==> config.mk <==
export PLATFORM = sky130hd
export DESIGN_NAME = me_window_loader
export DESIGN_NICKNAME = d
export VERILOG_FILES = /design/src/rtl/me_pkg.sv /design/src/rtl/me_wait_timer.sv /design/src/rtl/me_window_loader.sv
export SDC_FILE = /design/constraint.sdc
export NUM_CORES = 1
export LEC_CHECK = 0
export BUFFER_PORTS_ARGS = -buffer_cell sky130_fd_sc_hd__clkbuf_2
export CORE_MARGIN = 2
export CORE_UTILIZATION = 28
export CTS_CLUSTER_SIZE = 12
export DETAILED_ROUTE_END_ITERATION = 7
export PLACE_DENSITY_LB_ADDON = 0.05
export SETUP_SLACK_MARGIN = 0.4
export SLEW_MARGIN = 20
export SYNTH_ARGS = -nofsm -noshare
export SYNTH_HDL_FRONTEND = slang
export SYNTH_SLANG_ARGS = --single-unit
==> constraint.sdc <==
create_clock -name clock -period 2.1 [get_ports clock]
set_input_delay 0 -clock clock [delete_from_list [all_inputs] [get_ports clock]]
set_output_delay 0 -clock clock [all_outputs]
set_load 0.005 [all_outputs]
==> src/rtl/me_pkg.sv <==
// Shared definitions for the motion-estimation window loader.
//   - State encoding of the loader FSM
//   - Memory geometry: reference block 16x16, search window 32x32
//   - Pixel width
package me_pkg;

  localparam int REF_WORDS  = 256;
  localparam int SRCH_WORDS = 1024;
  localparam int REF_AW     = 8;
  localparam int SRCH_AW    = 10;
  localparam int PIX_W      = 8;

  typedef enum logic [2:0] {
    IDLE      = 3'd0,
    LOAD_REF  = 3'd1,
    LOAD_SRCH = 3'd2,
    START     = 3'd3,
    WAIT_ME   = 3'd4
  } meState_t;

endpackage

==> src/rtl/me_wait_timer.sv <==
// Loadable down-counter that times the motion estimator run.
//   clock, reset_n : clock, asynchronous active-low reset
//   load           : load loadValue into the counter this edge
//   loadValue      : cycle count to load
//   done           : counter has reached its last cycle (count <= 1)
// After a load of N the counter holds N, N-1, ... 1 on successive cycles,
// so done rises N-1 cycles after the cycle the load value first appears.
// The counter parks at zero; with no load pending done simply stays high.
module me_wait_timer #(
  parameter int W = 17
) (
  input  logic         clock,
  input  logic         reset_n,
  input  logic         load,
  input  logic [W-1:0] loadValue,
  output logic         done
);

  logic [W-1:0] count;

  always_ff @(posedge clock or negedge reset_n) begin
    if (!reset_n) begin
      count <= '0;
    end else if (load) begin
      count <= loadValue;
    end else if (count != '0) begin
      count <= count - W'(1);
    end
  end

  assign done = (count <= W'(1));

endmodule

==> src/rtl/me_window_loader.sv <==
// Loads one 16x16 reference block and one 32x32 search window from a
// pixel stream into the estimator memories, starts the motion estimator
// and waits a fixed number of cycles for its result.
//
// Ports
//   clock, reset_n      : clock, asynchronous active-low reset
//   load_req            : start one load/estimate cycle (honoured in IDLE only)
//   pix_valid/pix_data  : upstream pixel stream, 256 ref then 1024 search pixels
//   pix_ready           : loader accepts a pixel this cycle
//   ref_we/waddr/wdata  : reference memory write port (registered)
//   srch_we/waddr/wdata : search memory write port (registered)
//   me_start            : one-cycle estimator start pulse
//   busy                : high whenever not IDLE
//   result_valid        : one-cycle pulse, estimator outputs are final
//   block_count         : completed cycles, wraps at 16 bits
//   dbg_state           : current FSM state
//
// Handshake: a pixel moves on every rising edge where pix_valid and
// pix_ready are both 1; pix_ready depends only on state, never on pix_valid,
// and the upstream may hold pix_valid low for any number of cycles.
//
// Timing: me_start is high in START, the same cycle as the final search
// write. The wait timer is loaded on entry to START, so result_valid (and
// busy falling) arrive exactly ME_CYCLES cycles after me_start.
// ME_CYCLES must be at least 2.
module me_window_loader
  import me_pkg::*;
#(
  parameter int unsigned ME_CYCLES = 65536
) (
  input  logic                 clock,
  input  logic                 reset_n,
  input  logic                 load_req,
  input  logic                 pix_valid,
  input  logic [PIX_W-1:0]     pix_data,
  output logic                 pix_ready,
  output logic                 ref_we,
  output logic [REF_AW-1:0]    ref_waddr,
  output logic [PIX_W-1:0]     ref_wdata,
  output logic                 srch_we,
  output logic [SRCH_AW-1:0]   srch_waddr,
  output logic [PIX_W-1:0]     srch_wdata,
  output logic                 me_start,
  output logic                 busy,
  output logic                 result_valid,
  output logic [15:0]          block_count,
  output logic [2:0]           dbg_state
);

  localparam int WAIT_W = $clog2(ME_CYCLES + 1);

  meState_t state, stateNext;

  logic [REF_AW-1:0]  refCnt;
  logic [SRCH_AW-1:0] srchCnt;
  logic               xfer;
  logic               refXfer;
  logic               srchXfer;
  logic               refLast;
  logic               srchLast;
  logic               timerLoad;
  logic               timerDone;
  logic               finishing;

  assign pix_ready = (state == LOAD_REF) || (state == LOAD_SRCH);
  assign xfer      = pix_valid & pix_ready;
  assign refXfer   = xfer && (state == LOAD_REF);
  assign srchXfer  = xfer && (state == LOAD_SRCH);
  assign refLast   = refXfer && (refCnt == REF_AW'(REF_WORDS - 1));
  assign srchLast  = srchXfer && (srchCnt == SRCH_AW'(SRCH_WORDS - 1));

  assign me_start  = (state == START);
  assign busy      = (state != IDLE);
  assign dbg_state = state;

  // FSM state register
  always_ff @(posedge clock or negedge reset_n) begin
    if (!reset_n) begin
      state <= IDLE;
    end else begin
      state <= stateNext;
    end
  end

  // FSM next state
  always_comb begin
    stateNext = state;
    timerLoad = 1'b0;
    finishing = 1'b0;
    case (state)
      IDLE: begin
        if (load_req) stateNext = LOAD_REF;
      end
      LOAD_REF: begin
        if (refLast) stateNext = LOAD_SRCH;
      end
      LOAD_SRCH: begin
        if (srchLast) begin
          stateNext = START;
          timerLoad = 1'b1;
        end
      end
      START: begin
        stateNext = WAIT_ME;
      end
      WAIT_ME: begin
        if (timerDone) begin
          stateNext = IDLE;
          finishing = 1'b1;
        end
      end
      default: stateNext = IDLE;
    endcase
  end

  // Write ports are registered one cycle behind the transfer; address and
  // data only update on a transfer so they hold while the strobe is low.
  // Counters wrap naturally to zero after their final word.
  always_ff @(posedge clock or negedge reset_n) begin
    if (!reset_n) begin
      refCnt       <= '0;
      srchCnt      <= '0;
      ref_we       <= 1'b0;
      ref_waddr    <= '0;
      ref_wdata    <= '0;
      srch_we      <= 1'b0;
      srch_waddr   <= '0;
      srch_wdata   <= '0;
      result_valid <= 1'b0;
      block_count  <= '0;
    end else begin
      ref_we       <= refXfer;
      srch_we      <= srchXfer;
      result_valid <= finishing;
      if (refXfer) begin
        ref_waddr <= refCnt;
        ref_wdata <= pix_data;
        refCnt    <= refCnt + REF_AW'(1);
      end
      if (srchXfer) begin
        srch_waddr <= srchCnt;
        srch_wdata <= pix_data;
        srchCnt    <= srchCnt + SRCH_AW'(1);
      end
      if (finishing) begin
        block_count <= block_count + 16'd1;
      end
    end
  end

  me_wait_timer #(
    .W(WAIT_W)
  ) u_wait_timer (
    .clock     (clock),
    .reset_n   (reset_n),
    .load      (timerLoad),
    .loadValue (WAIT_W'(ME_CYCLES)),
    .done      (timerDone)
  );

endmodule

=== After elaboration in Yosys (flattened, before gate mapping) ===
Cells that the tools add are included.

* Output and inout bits: 59
* Logic and storage cells: 49
* Register bits: 91

* Eq/ne operators: 10
* Reductions and logical operators: 10
* Order comparisons: 1
* Bitwise gates (word level): 1
* Add/subtract/negate cells: 4
* Muxes and demuxes: 11

{| class="wikitable"
|+ Operator list
! kind !! count
|-
| 17-bit 2-to-1 mux || 2
|-
| 17-bit by 1-bit <= comparator with 1-bit output (second input constant) || 1
|-
| 17-bit nonzero test || 1
|-
| 17-bit by 1-bit subtractor with 17-bit output (second input constant) || 1
|-
| 16-bit by 1-bit adder with 16-bit output (second input constant) || 1
|-
| 3-bit one-hot mux with 5 select lines || 1
|-
| 3-bit 2-to-1 mux || 4
|-
| 10-bit by 1-bit adder with 10-bit output (second input constant) || 1
|-
| 10-bit equality test (second input constant) || 1
|-
| 8-bit by 1-bit adder with 8-bit output (second input constant) || 1
|-
| 8-bit equality test (second input constant) || 1
|-
| 2-bit inequality test (second input constant) || 4
|-
| 3-bit by 2-bit equality test with 1-bit output (second input constant) || 2
|-
| 1-bit logical AND || 4
|-
| 1-bit 2-to-1 mux || 4
|-
| 4-bit AND reduction || 1
|-
| 3-bit by 1-bit equality test with 1-bit output (second input constant) || 1
|-
| 3-bit equality test (second input constant) || 1
|-
| 3-bit logical NOT || 1
|-
| 3-bit nonzero test || 1
|-
| 2-bit nonzero test || 1
|-
| 1-bit AND || 1
|-
| 1-bit logical OR || 1
|}

=== Logic depth before layout (Yosys ltp) ===
Gate-level depths: netlist of run 1.

* Word-level depth: 8
* Gate-level depth with buffers: 8

=== Hierarchy ===
Synthesis of run 1 repeated with hierarchy kept, for this count alone.

* Cell total of the unflattened synthesis: 340
* Area total of the unflattened synthesis: 4080.2 um^2

{| class="wikitable"
|+ By module, submodules not included
! module !! cells an instance !! times used !! area an instance (um^2)
|-
| me_window_loader || 222 || 1 || 3041.7
|-
| me_wait_timer || 118 || 1 || 1038.5
|}

=== Worst setup path after synthesis of run 1 ===
Ideal clock, no wire load.

* Path kind: flip-flop to flip-flop
* From: register u_wait_timer.count[0]
* To: register u_wait_timer.count[8]
* Arrival time: 1.949 ns
* Path slack: 0.074 ns
* Period minus slack after synthesis: 2.026 ns
* Buffers on the path: 1
* Required time: 2.023 ns
* Stages on the path, launching flop included: 7
* Cells stage by stage: dfrtp_1 inv_1 ha_1 or4b_2 clkbuf_1 or4_1 a21oi_1

* Cells in the longest elaborated chain, start to end: 3
* Elaborated cells on any way between the ends: 5
* Classes of those cells: 1 x add/sub; 2 x mux; 2 x reduce/logical

{| class="wikitable"
|+ Ends and longest elaborated chain
! element !! RTL line !! text
|-
| from (decl) || me_wait_timer.sv:19 || <nowiki>logic [W-1:0] count;</nowiki>
|-
| from (signal assigned) || me_wait_timer.sv:25 || <nowiki>count <= loadValue;</nowiki>
|-
| from (signal assigned) || me_wait_timer.sv:27 || <nowiki>count <= count - W'(1);</nowiki>
|-
| 17-bit by 1-bit subtractor with 17-bit output || me_wait_timer.sv:27 ||
|-
| 17-bit 2-to-1 mux || me_wait_timer.sv:26 || <nowiki>end else if (count != '0) begin</nowiki>
|-
| 17-bit 2-to-1 mux || me_wait_timer.sv:24 || <nowiki>end else if (load) begin</nowiki>
|}

Parallel ways exist; a longest one is shown, timed or not. The select of a mux whose other input is x is not followed.
A chain may end at the register's enable or synchronous reset.

=== Worst setup path in the final report of run 1 ===
* From: register u_wait_timer.count[1]
* To: register u_wait_timer.count[10]

Same word-level chain as after synthesis.

==> out/qor.yml, run 1 <==
logic_synthesis:
  async_flop_share_pct: 100
  synthTopCellsByArea: "dfrtp_1, mux2_2, xnor2_1, xor2_1, ha_1"
  synth-seq-area-share_pct: 56.9
  synth_area_per_cell_um2: 12.1
  syn-num-nets: 348
  synthesis.area_um2: 4010
  synth_cell_types: 42
  yosys.area.top_type: "dfrtp_1"
  synth_most_common_cell: "dfrtp_1"
  yosys_warnings: 0
  synth_cells: 330
  ys.flop_type: "dfrtp_1"
  synth_edf_count: 0
  ys_seq_elements: 91
  synthTopCellsByCount: "dfrtp_1, mux2_2, xnor2_1"
  netlist.area_leader.share_pct: 56.9
timing:
  drv_slew: 0
  hold_violations: 0
  tightest_slew_ns: 0.758
  rsz0062_at_grt: "yes"
  fin_worst_hold_slack_ns: 0.0690
  max_clock_freq_ghz: 0.517
  setup_viol: 0
  relSlewSlack_pct: 49.4
  fin_crit_ns: 1.93
  timing.setup.tns_ns: 0
  finalCritPeriodShare_pct: 92.1
  skew_ns: 0.00560
setup_path:
  worstSetupPathType: "reg -> reg"
  startpoint_type: "flop"
  cp.arrival_ns: 2.17
  crit_required_ns: 2.33
  end_kind: "flop"
  crit_fanout: 5
route:
  drt_wl_total_um: 9940
  num_vias: 3009
  wl_per_cell_um: 15.2
  drtIter0Drc: 116
  drcViolationCount: 0
  vias_per_cell: 4.59
  first_pass_iters: 4
  ant_nets: 0
clock_network:
  numCtsBuffers: 9
  clockBufferDepth: 2
  cts_root_buf: "clkbuf_16"
  clk_pin_slew_ns: 0.06
  cts_tree: "built"
  htreeDepth: 3
  cts.sinks: 91
  insertion_delay_ns: 0.34
layout:
  n_antenna_cell: 0
  fin_util_pct: 42.0
  area_delta_synth_final_pct: 46.2
  n_fill_cell: 1343
  register_area_um2: 2280
  drive_above_1_share_pct: 50.8
  multi_input_area_um2: 2000
  nets: 490
pwr:
  p_per_area_nw_per_um2: 683
  intPower_mw: 3.03
  p_switching_mw: 0.970
  power_frac_comb_pct: 11.4
  clkPwrFrac_pct: 37.5
  p_total_mw: 4.00
  seq_power_share_pct: 51.1
  vdd_drop_max_mv: 0.476
  swShare_pct: 24.3
  leakage_nw: 2.73
grt:
  top_usage_layer: "met2"
  use_met3_pct: 5.77
  grt_pass1_wl_um: 15800
  grt_pass1_vias: 3057
  grt-ovfl-total: 0
  grt_start_max_net_pins: 55
  met2_usage_pct: 22.0
  antenna_found_initial: 0
  met1_usage_pct: 16.8
  grt.total_usage_pct: 13.6
floorplan:
  io_pins: 71
  std_cell_rows: 43
  core_area_um2: 13900
  die_h_um: 124
  start_util_pct: 28.7
  die_w_um: 124
  die_area_um2: 15300
place:
  dp_hpwl_um: 6300
  io_buffers: 70
  routabilityCongestion: 0.728
worst_hold_path:
  min_path_type: "in -> reg"
run:
  maxCapViolCount: 0
outcome:
  status: "completed"
==> critical path, stage by stage, from the launching register on <==
cell and delay (ns):
dfrtp_1 0.42, inv_2 0.07, buf_4 0.13, ha_4 0.12, or4b_4 0.51, buf_6 0.16
nor3_2 0.11, o21ai_1 0.10, xnor2_1 0.15, nor2_1 0.05
==> state kept, by name, summed over array words and instances (netlist names) <==
signal,count
srch_wdata,8
srch_waddr,10
block_count,16
dbg_state,3
ref_wdata,8
refCnt,8
ref_waddr,8
result_valid,1
srch_we,1
u_wait_timer.count,17
srchCnt,10
ref_we,1
==> cell type report <==
cell class | instances | area share (%)
repair buffers | 140 | 17.9
flip-flops and latches | 91 | 39.0
clock inverters | 4 | 0.449
inverters | 7 | 0.449
clock buffers | 11 | 4.15
multi-input cells | 223 | 34.2
well taps | 180 | 3.85
==> layer usage <==
layer	vias up	wire length, um
met5	-	0
met4	0	104
met3	9	603
met2	67	4690
met1	1491	4540
li1	1442	-
==> through the flow <==
stage	std cells	cell area, um^2	setup slack [ns]
6_report	656	5850	0.167
5_1_grt	656	5850	0.0882
4_1_cts	634	5500	0.175
3_5_place_dp	587	4790	0.133
3_3_place_gp	587	4790	0.165
2_1_floorplan	330	4090	0.206
==> layout by cell type (no fill, tap or decap), types with 5 or more instances in the layout <==
master / n
dfrtp_1: 86
clkbuf_2: 69
buf_4: 42
mux2_2: 22
xnor2_1: 21
xor2_1: 17
nand2_1: 16
mux2_4: 14
nor2_1: 13
clkbuf_16: 11
buf_6: 11
dlygate4sd3_1: 9
nand4_1: 8
nand3_1: 7
or3_1: 6
nand2b_1: 6
a21oi_1: 6
nor2_4: 6
nor3_1: 5
ha_1: 5
dfrtp_2: 5
==> power groups by stage <==
| stage | Combinational [mW] | Clock (mW) | Sequential (mW) |
|---|---|---|---|
| 2_1_floorplan | 0.185 | 0 | 2.05 |
| 3_3_place_gp | 0.375 | 0 | 2.06 |
| 3_5_place_dp | 0.379 | 0 | 2.06 |
| 4_1_cts | 0.411 | 1.58 | 2.04 |
| 5_1_grt | 0.509 | 1.64 | 2.06 |
| 6_report | 0.457 | 1.50 | 2.04 |
==> what timing repair did <==
item                       in CTS  in global routing
gates cloned                    1                  1
pin swaps                      27                 18
hold buffers                    9                  0
gates resized for setup        46                 42
hold endpoints to repair       68                  0
setup endpoints to repair      49                 73
setup buffers                  22                 21
==> cell families (layout without fill, tap and decap cells) <==
kind of cell	after synthesis	count (layout)	share of synthesized area [%]
AO/OA/AOI/OAI	25	25	3.50
buffers and inverters	16	162	1.75
XOR/XNOR	40	40	8.75
flip-flops	91	91	56.9
multiplexers	36	36	10.1
adder cells (fa/ha/maj)	6	6	1.87
AND/OR/NAND/NOR	116	116	17.2
==> path summary, 6_finish.rpt <==
path,from,end,slack (ns),cells after the start
worst max-delay path,u_wait_timer.count[1],u_wait_timer.count[10],0.17,9
worst min-delay path,load_req,dbg_state[0],0.07,4
worst max register to register,u_wait_timer.count[1],u_wait_timer.count[10],0.17,9
worst min register to register,block_count[15],block_count[15],0.47,1
max in group asynchronous,reset_n,srch_we,1.17,3
min in group asynchronous,reset_n,ref_we,0.25,2
(Power assumes the default switching activity.)
==> run 2: changes to the inputs <==
--- a/config.mk
+++ b/config.mk
@@ -15,4 +15,5 @@
 export SLEW_MARGIN = 20
 export SYNTH_ARGS = -nofsm -noshare
 export SYNTH_HDL_FRONTEND = slang
+export SYNTH_HIERARCHICAL = 1
 export SYNTH_SLANG_ARGS = --single-unit
==> out/qor.yml, run 2 <==
floorplan:
  die_h_um: 125  # +0.90%
  std_cell_rows: 44  # +2.3%
  start_util_pct: 28.4  # -0.35 points
  die_area_um2: 15600  # +1.8%
  io_pins: 71  # unchanged
  die_w_um: 125  # +0.90%
  core_area_um2: 14400  # +3.1%
setup_path:
  r2r_start: "u_wait_timer/count[8]"
  cp.arrival_ns: 2.72  # +0.55 ns
  crit_required_ns: 2.37  # +0.04 ns
  crit_fanout: 3  # -2
  end_kind: "flop"
  startpoint_type: "flop"
  worstSetupPathType: "reg -> reg"
  crit_path_start: "u_wait_timer/count[8]"
logic_synthesis:
  synth_most_common_cell: "dfrtp_1"
  synth_cell_types: 44  # +4.8%
  netlist.area_leader.share_pct: 55.8  # -1.0 points
  ys.flop_type: "dfrtp_1"
  yosys_warnings: 6  # +6
  synth_cells: 340  # +3.0%
  yosys.area.top_type: "dfrtp_1"
  synth-seq-area-share_pct: 55.8  # -1.0 points
  ys_seq_elements: 91  # unchanged
  synthesis.area_um2: 4080  # +1.9%
  synth_area_per_cell_um2: 12.0  # -1.1%
  synthTopCellsByCount: "dfrtp_1, mux2_2, xnor2_1"
  synthTopCellsByArea: "dfrtp_1, mux2_2, xnor2_1, nand4_1, nand2_1"
  synth_edf_count: 0  # unchanged
  async_flop_share_pct: 100  # unchanged
clock_network:
  clockBufferDepth: 2  # unchanged
  htreeDepth: 3  # unchanged
  clk_pin_slew_ns: 0.07  # about the same
  numCtsBuffers: 9  # unchanged
  cts_root_buf: "clkbuf_16"
  cts_tree: "built"
  cts.sinks: 91  # unchanged
  insertion_delay_ns: 0.35  # about the same
route:
  drcViolationCount: 0  # unchanged
  drtIter0Drc: 76  # -34%
  vias_per_cell: 4.53  # -1.3%
  num_vias: 3015  # +0.20%
  wl_per_cell_um: 14.4  # -5.2%
  drt_wl_total_um: 9570  # -3.7%
  ant_nets: 0  # unchanged
  first_pass_iters: 4  # unchanged
grt:
  grt_start_max_net_pins: 41  # -25%
  grt_pass1_wl_um: 16000  # +1.8%
  grt.total_usage_pct: 12.9  # -0.67 points
  grt-ovfl-total: 0  # unchanged
  antenna_found_initial: 0  # unchanged
  grt_pass1_vias: 3117  # +2.0%
timing:
  tightest_slew_ns: 0.560  # -0.199 ns
  max_clock_freq_ghz: 0.408  # -21%
  finalCritPeriodShare_pct: 117  # +25 points
  relSlewSlack_pct: 62.7  # +13 points
  drv_slew: 0  # unchanged
  skew_ns: 0.00701  # +0.00141 ns
  fin_ws_ns: -0.348  # -0.515 ns
  fin_crit_ns: 2.45  # +0.515 ns
  rsz0062_at_grt: "yes"
  setup_viol: 21  # +21
  fin_worst_hold_slack_ns: 0.0259  # -0.0432 ns
  hold_violations: 0  # unchanged
layout:
  drive_above_1_share_pct: 42.9  # -7.9 points
  final_common_cell: "dfrtp_1"
  multi_input_area_um2: 1950  # -2.6%
  regMostFlops: "u_wait_timer/count"
  largest_reg_flops: 17  # unchanged
  register_area_um2: 2280  # -0.22%
  area_delta_synth_final_pct: 37.7
  layout_common_cells: "dfrtp_1, clkbuf_2, buf_4"
  n_antenna_cell: 0  # unchanged
  nets: 495  # +1.0%
  stdcell_count: 666  # +1.5%
  n_fill_cell: 1449  # +7.9%
  reg_top3: "u_wait_timer/count: 17 flops, block_count: 16 flops"
outcome:
  violations: "negative setup slack"
  status: "finished with violations"
worst_hold_path:
  worstHoldStart: "load_req"
  min_path_type: "in -> reg"
place:
  routabilityCongestion: 0.724  # -0.51%
  io_buffers: 70  # unchanged
  dp_hpwl_um: 6550  # +4.1%
  place_inst: 636  # +8.3%
pwr:
  vdd_drop_max_mv: 0.468  # -1.6%
  p_per_area_nw_per_um2: 930  # +36%
  leakage_nw: 2.57  # -6.1%
run:
  maxCapViolCount: 0  # unchanged
## run 2: repair_timing
action                     4_1_cts  5_1_grt
hold buffers                     9        0
setup endpoints to repair       47       46
resized for setup               26       13
hold endpoints to repair        54        0
pin swaps                        2        6
setup buffers                    1        3
gates cloned                     1        1
## run 2: layer usage
metal  wire (um)  vias up  GRT usage (%)
met4         190        0           5.75
met1        4520     1472           17.1
met5           0        -              0
met2        4360       62           19.6
met3         500       12           3.78
li1            -     1469              -
## run 2: worst paths after layout
kind                                          endpoint  slack (ns)  cells after the start
max in group asynchronous                srch_wdata[7]        1.25                      3
worst max-delay path                   block_count[14]       -0.35                      7
worst max register to register         block_count[14]       -0.35                      7
worst min register to register         block_count[15]        0.47                      1
min in group asynchronous       u_wait_timer/count[14]        0.20                      2
worst min-delay path                      dbg_state[0]        0.03                      3
## run 2: power breakdown
| part | switching (mW) | internal [mW] | leakage (nW) |
|---|---|---|---|
| sequential | 0.255 | 2.11 | 1.15 |
| combinational | 0.515 | 0.710 | 1.27 |
| clock | 0.689 | 0.949 | 0.142 |
| total | 1.46 | 3.77 | 2.57 |
## run 2: cell families (layout without fill, tap and decap cells)
| kind of cell | count (synthesis) | in the layout | share of synthesized area [%] |
|---|---|---|---|
| simple gates | 115 | 116 | 16.6 |
| flops | 91 | 91 | 55.8 |
| xor+xnor | 41 | 41 | 8.80 |
| mux | 38 | 38 | 10.5 |
| compound gates | 28 | 28 | 4.32 |
| buf+inv | 20 | 146 | 2.30 |
| fa+ha+maj | 5 | 5 | 1.53 |
| other cells | 2 | 17 | 0.184 |
## run 2: through the flow
step / area [um^2] / total power, mW / setup TNS [ns] / worst slack [ns] / util (%)
after global routing: 5620 / 5.56 / -5.86 / -0.427 / 39.1
after floorplan: 4200 / 3.02 / -4.11 / -0.486 / -
after detailed placement: 5010 / 3.58 / -4.83 / -0.431 / 34.8
final: 5620 / 5.22 / -4.01 / -0.348 / 39.1
after CTS: 5510 / 5.30 / -3.50 / -0.355 / 38.4
after global placement: 5010 / 3.57 / -4.75 / -0.423 / 34.8
## run 2: worst max-delay path: stages, from the launching register on
cell,delay [ns]
dfrtp_1,0.38
or4_4,0.54
or3_4,0.40
nor2_4,0.13
nand4bb_4,0.12
or4_4,0.56
nor2_2,0.11
xor2_1,0.14
## run 2: cell type report
| type | instances | share of cell area, % |
|---|---|---|
| sequential | 91 | 40.5 |
| tap | 184 | 4.10 |
| timing repair buffer | 126 | 15.1 |
| multi-input combinational | 245 | 34.7 |
| inverter | 5 | 0.334 |
| clock inverter | 4 | 0.913 |
| clock buffer | 11 | 4.32 |
==> run 3: changes to the inputs <==
--- a/config.mk
+++ b/config.mk
@@ -6,6 +6,7 @@
 export NUM_CORES = 1
 export LEC_CHECK = 0
 export BUFFER_PORTS_ARGS = -buffer_cell sky130_fd_sc_hd__clkbuf_2
+export CORE_ASPECT_RATIO = 1.5
 export CORE_MARGIN = 2
 export CORE_UTILIZATION = 28
 export CTS_CLUSTER_SIZE = 12
==> constraint.sdc (replaced) <==
create_clock -name clock -period 2.1 [get_ports clock]
set_input_delay 0 -clock clock [delete_from_list [all_inputs] [get_ports clock]]
set_output_delay 0 -clock clock [all_outputs]
set_load 0.1 [all_outputs]
==> out/qor.yml, run 3 (synthesized netlist as in run 2, its figures left out) <==
outcome:
  status: "finished with violations"
  violations: "negative setup slack"
setup_path:
  end_kind: "flop"
  crit_path_start: "u_wait_timer/count[9]"
  cp.arrival_ns: 2.74  # +0.02 ns
  r2r_cells: 7  # unchanged
  reg2reg_to: "block_count[14]"
  worstSetupPathType: "reg -> reg"
  r2r_start: "u_wait_timer/count[9]"
  crit_required_ns: 2.37  # about the same
  crit_fanout: 3  # unchanged
  r2r_slack_ns: -0.37  # -0.02 ns
  startpoint_type: "flop"
route:
  drtIter0Drc: 100  # +32%
  first_pass_iters: 4  # unchanged
  drcViolationCount: 0  # unchanged
  vias_per_cell: 4.46  # -1.5%
  num_vias: 3171  # +5.2%
  drt_wl_total_um: 10700  # +12%
  wl_per_cell_um: 15.1  # +4.8%
  ant_nets: 0  # unchanged
worst_hold_path:
  worstHoldStart: "load_req"
  holdPathEnd: "dbg_state[0]"
  min_path_type: "in -> reg"
  hold_depth: 3  # unchanged
layout:
  nets: 528  # +6.7%
  n_antenna_cell: 0  # unchanged
  fin_util_pct: 44.5  # +5.4 points
  reg_top3: "u_wait_timer/count: 17 flops, block_count: 16 flops"
  area_delta_synth_final_pct: 57.0
  regMostFlops: "u_wait_timer/count"
  finalInstanceArea_um2: 6400  # +14%
  layout_common_cells: "dfrtp_1, clkbuf_2, buf_4"
  drive_above_1_share_pct: 52.8  # +9.9 points
  largest_reg_flops: 17  # unchanged
  final_common_cell: "dfrtp_1"
  register_area_um2: 2290  # +0.44%
  stdcell_count: 711  # +6.8%
  n_fill_cell: 1357  # -6.3%
  multi_input_area_um2: 2280  # +17%
floorplan:
  core_area_um2: 14400  # +0.16%
  std_cell_rows: 54  # +23%
  die_h_um: 152  # +22%
  io_pins: 71  # unchanged
  start_util_pct: 28.4  # -0.044 points
  die_w_um: 103  # -18%
  die_area_um2: 15600  # +0.13%
timing:
  fin_crit_ns: 2.47  # +0.0209 ns
  drv_slew: 0  # unchanged
  hold_violations: 0  # unchanged
  fin_ws_ns: -0.369  # -0.0209 ns
  rsz0062_at_grt: "yes"
  setup_viol: 23  # +9.5%
  finalCritPeriodShare_pct: 118  # +1.0 points
  max_clock_freq_ghz: 0.405  # -0.85%
  relSlewSlack_pct: 63.0  # +0.36 points
  skew_ns: 0.0105  # +0.00347 ns
  tightest_slew_ns: 0.557  # -0.00300 ns
pwr:
  p_per_area_nw_per_um2: 1240  # +34%
  vdd_drop_max_mv: 1.59  # +240%
  leakage_nw: 2.95  # +15%
grt:
  grt_start_max_net_pins: 37  # -9.8%
  grt-ovfl-total: 0  # unchanged
  antenna_found_initial: 0  # unchanged
  grt.total_usage_pct: 14.4  # +1.5 points
  grt_pass1_vias: 3344  # +7.3%
  grt_pass1_wl_um: 17600  # +9.4%
clock_network:
  numCtsBuffers: 9  # unchanged
  clockBufferDepth: 2  # unchanged
  clk_pin_slew_ns: 0.07  # about the same
  cts.sinks: 91  # unchanged
  insertion_delay_ns: 0.34  # about the same
  cts_root_buf: "clkbuf_16"
  htreeDepth: 3  # unchanged
  cts_tree: "built"
place:
  place_inst: 652  # +2.5%
  io_buffers: 70  # unchanged
  routabilityCongestion: 0.753  # +4.0%
  dp_hpwl_um: 7040  # +7.4%
  place_area_um2: 5240  # +4.7%
run:
  maxCapViolCount: 0  # unchanged
## run 3: power by group
group,switching [mW],total [mW],internal [mW]
clock network,0.691,1.61,0.923
logic,2.85,3.94,1.09
registers,0.281,2.40,2.12
## run 3: final cells by class
type / instances / area share [%]
timing repair buffer: 158 / 19.9
clock buffer: 10 / 3.57
inverter: 5 / 0.332
multi-input combinational: 246 / 35.7
tap: 196 / 3.83
sequential: 91 / 35.7
clock inverter: 5 / 0.977
## run 3: how the worst max path moves through the flow
stage	slack [ns]	end	depth (start not counted)
global placement	-0.46	block_count[12]	8
finish	-0.37	block_count[14]	7
detailed placement	-0.47	block_count[14]	8
global route	-0.45	block_count[14]	7
floorplan	-0.51	block_count[14]	8
CTS	-0.36	block_count[14]	7
## run 3: critical path, stage by stage, from the launching register on
cell       delay (ns)
dfrtp_1          0.39
or4_4            0.54
or3_4            0.40
nor2_4           0.12
nand4bb_4        0.14
or4_4            0.57
nor2_2           0.11
xor2_1           0.14
## run 3: per-layer routing
layer / wire length (um) / up-vias / GRT usage (%)
met5: 0 / - / 0
met4: 216 / 0 / 5.02
met3: 425 / 14 / 3.77
met2: 5470 / 67 / 23.7
met1: 4600 / 1552 / 18.0
li1: - / 1538 / -
## run 3: stage by stage
step           setup TNS, ns  setup WS, ns  total power [mW]  hold WS, ns
6_report               -4.34        -0.369              7.96       0.0284
5_1_grt                -5.82        -0.445              8.29       0.0544
4_1_cts                -3.84        -0.358              7.95       0.0166
3_5_place_dp           -5.39        -0.469              6.11       0.0181
3_3_place_gp           -5.25        -0.456              6.09       0.0131
2_1_floorplan          -6.76        -0.508              5.50       -0.296
## run 3: what timing repair did
| action | 4_1_cts | 5_1_grt |
|---|---|---|
| gates cloned | 4 | 1 |
| pin swaps | 25 | 27 |
| endpoints found under the setup margin | 74 | 71 |
| buffers inserted | 17 | 13 |
| endpoints found under the hold margin | 49 | 0 |
| hold buffers | 9 | 0 |
| gates resized for setup | 65 | 37 |
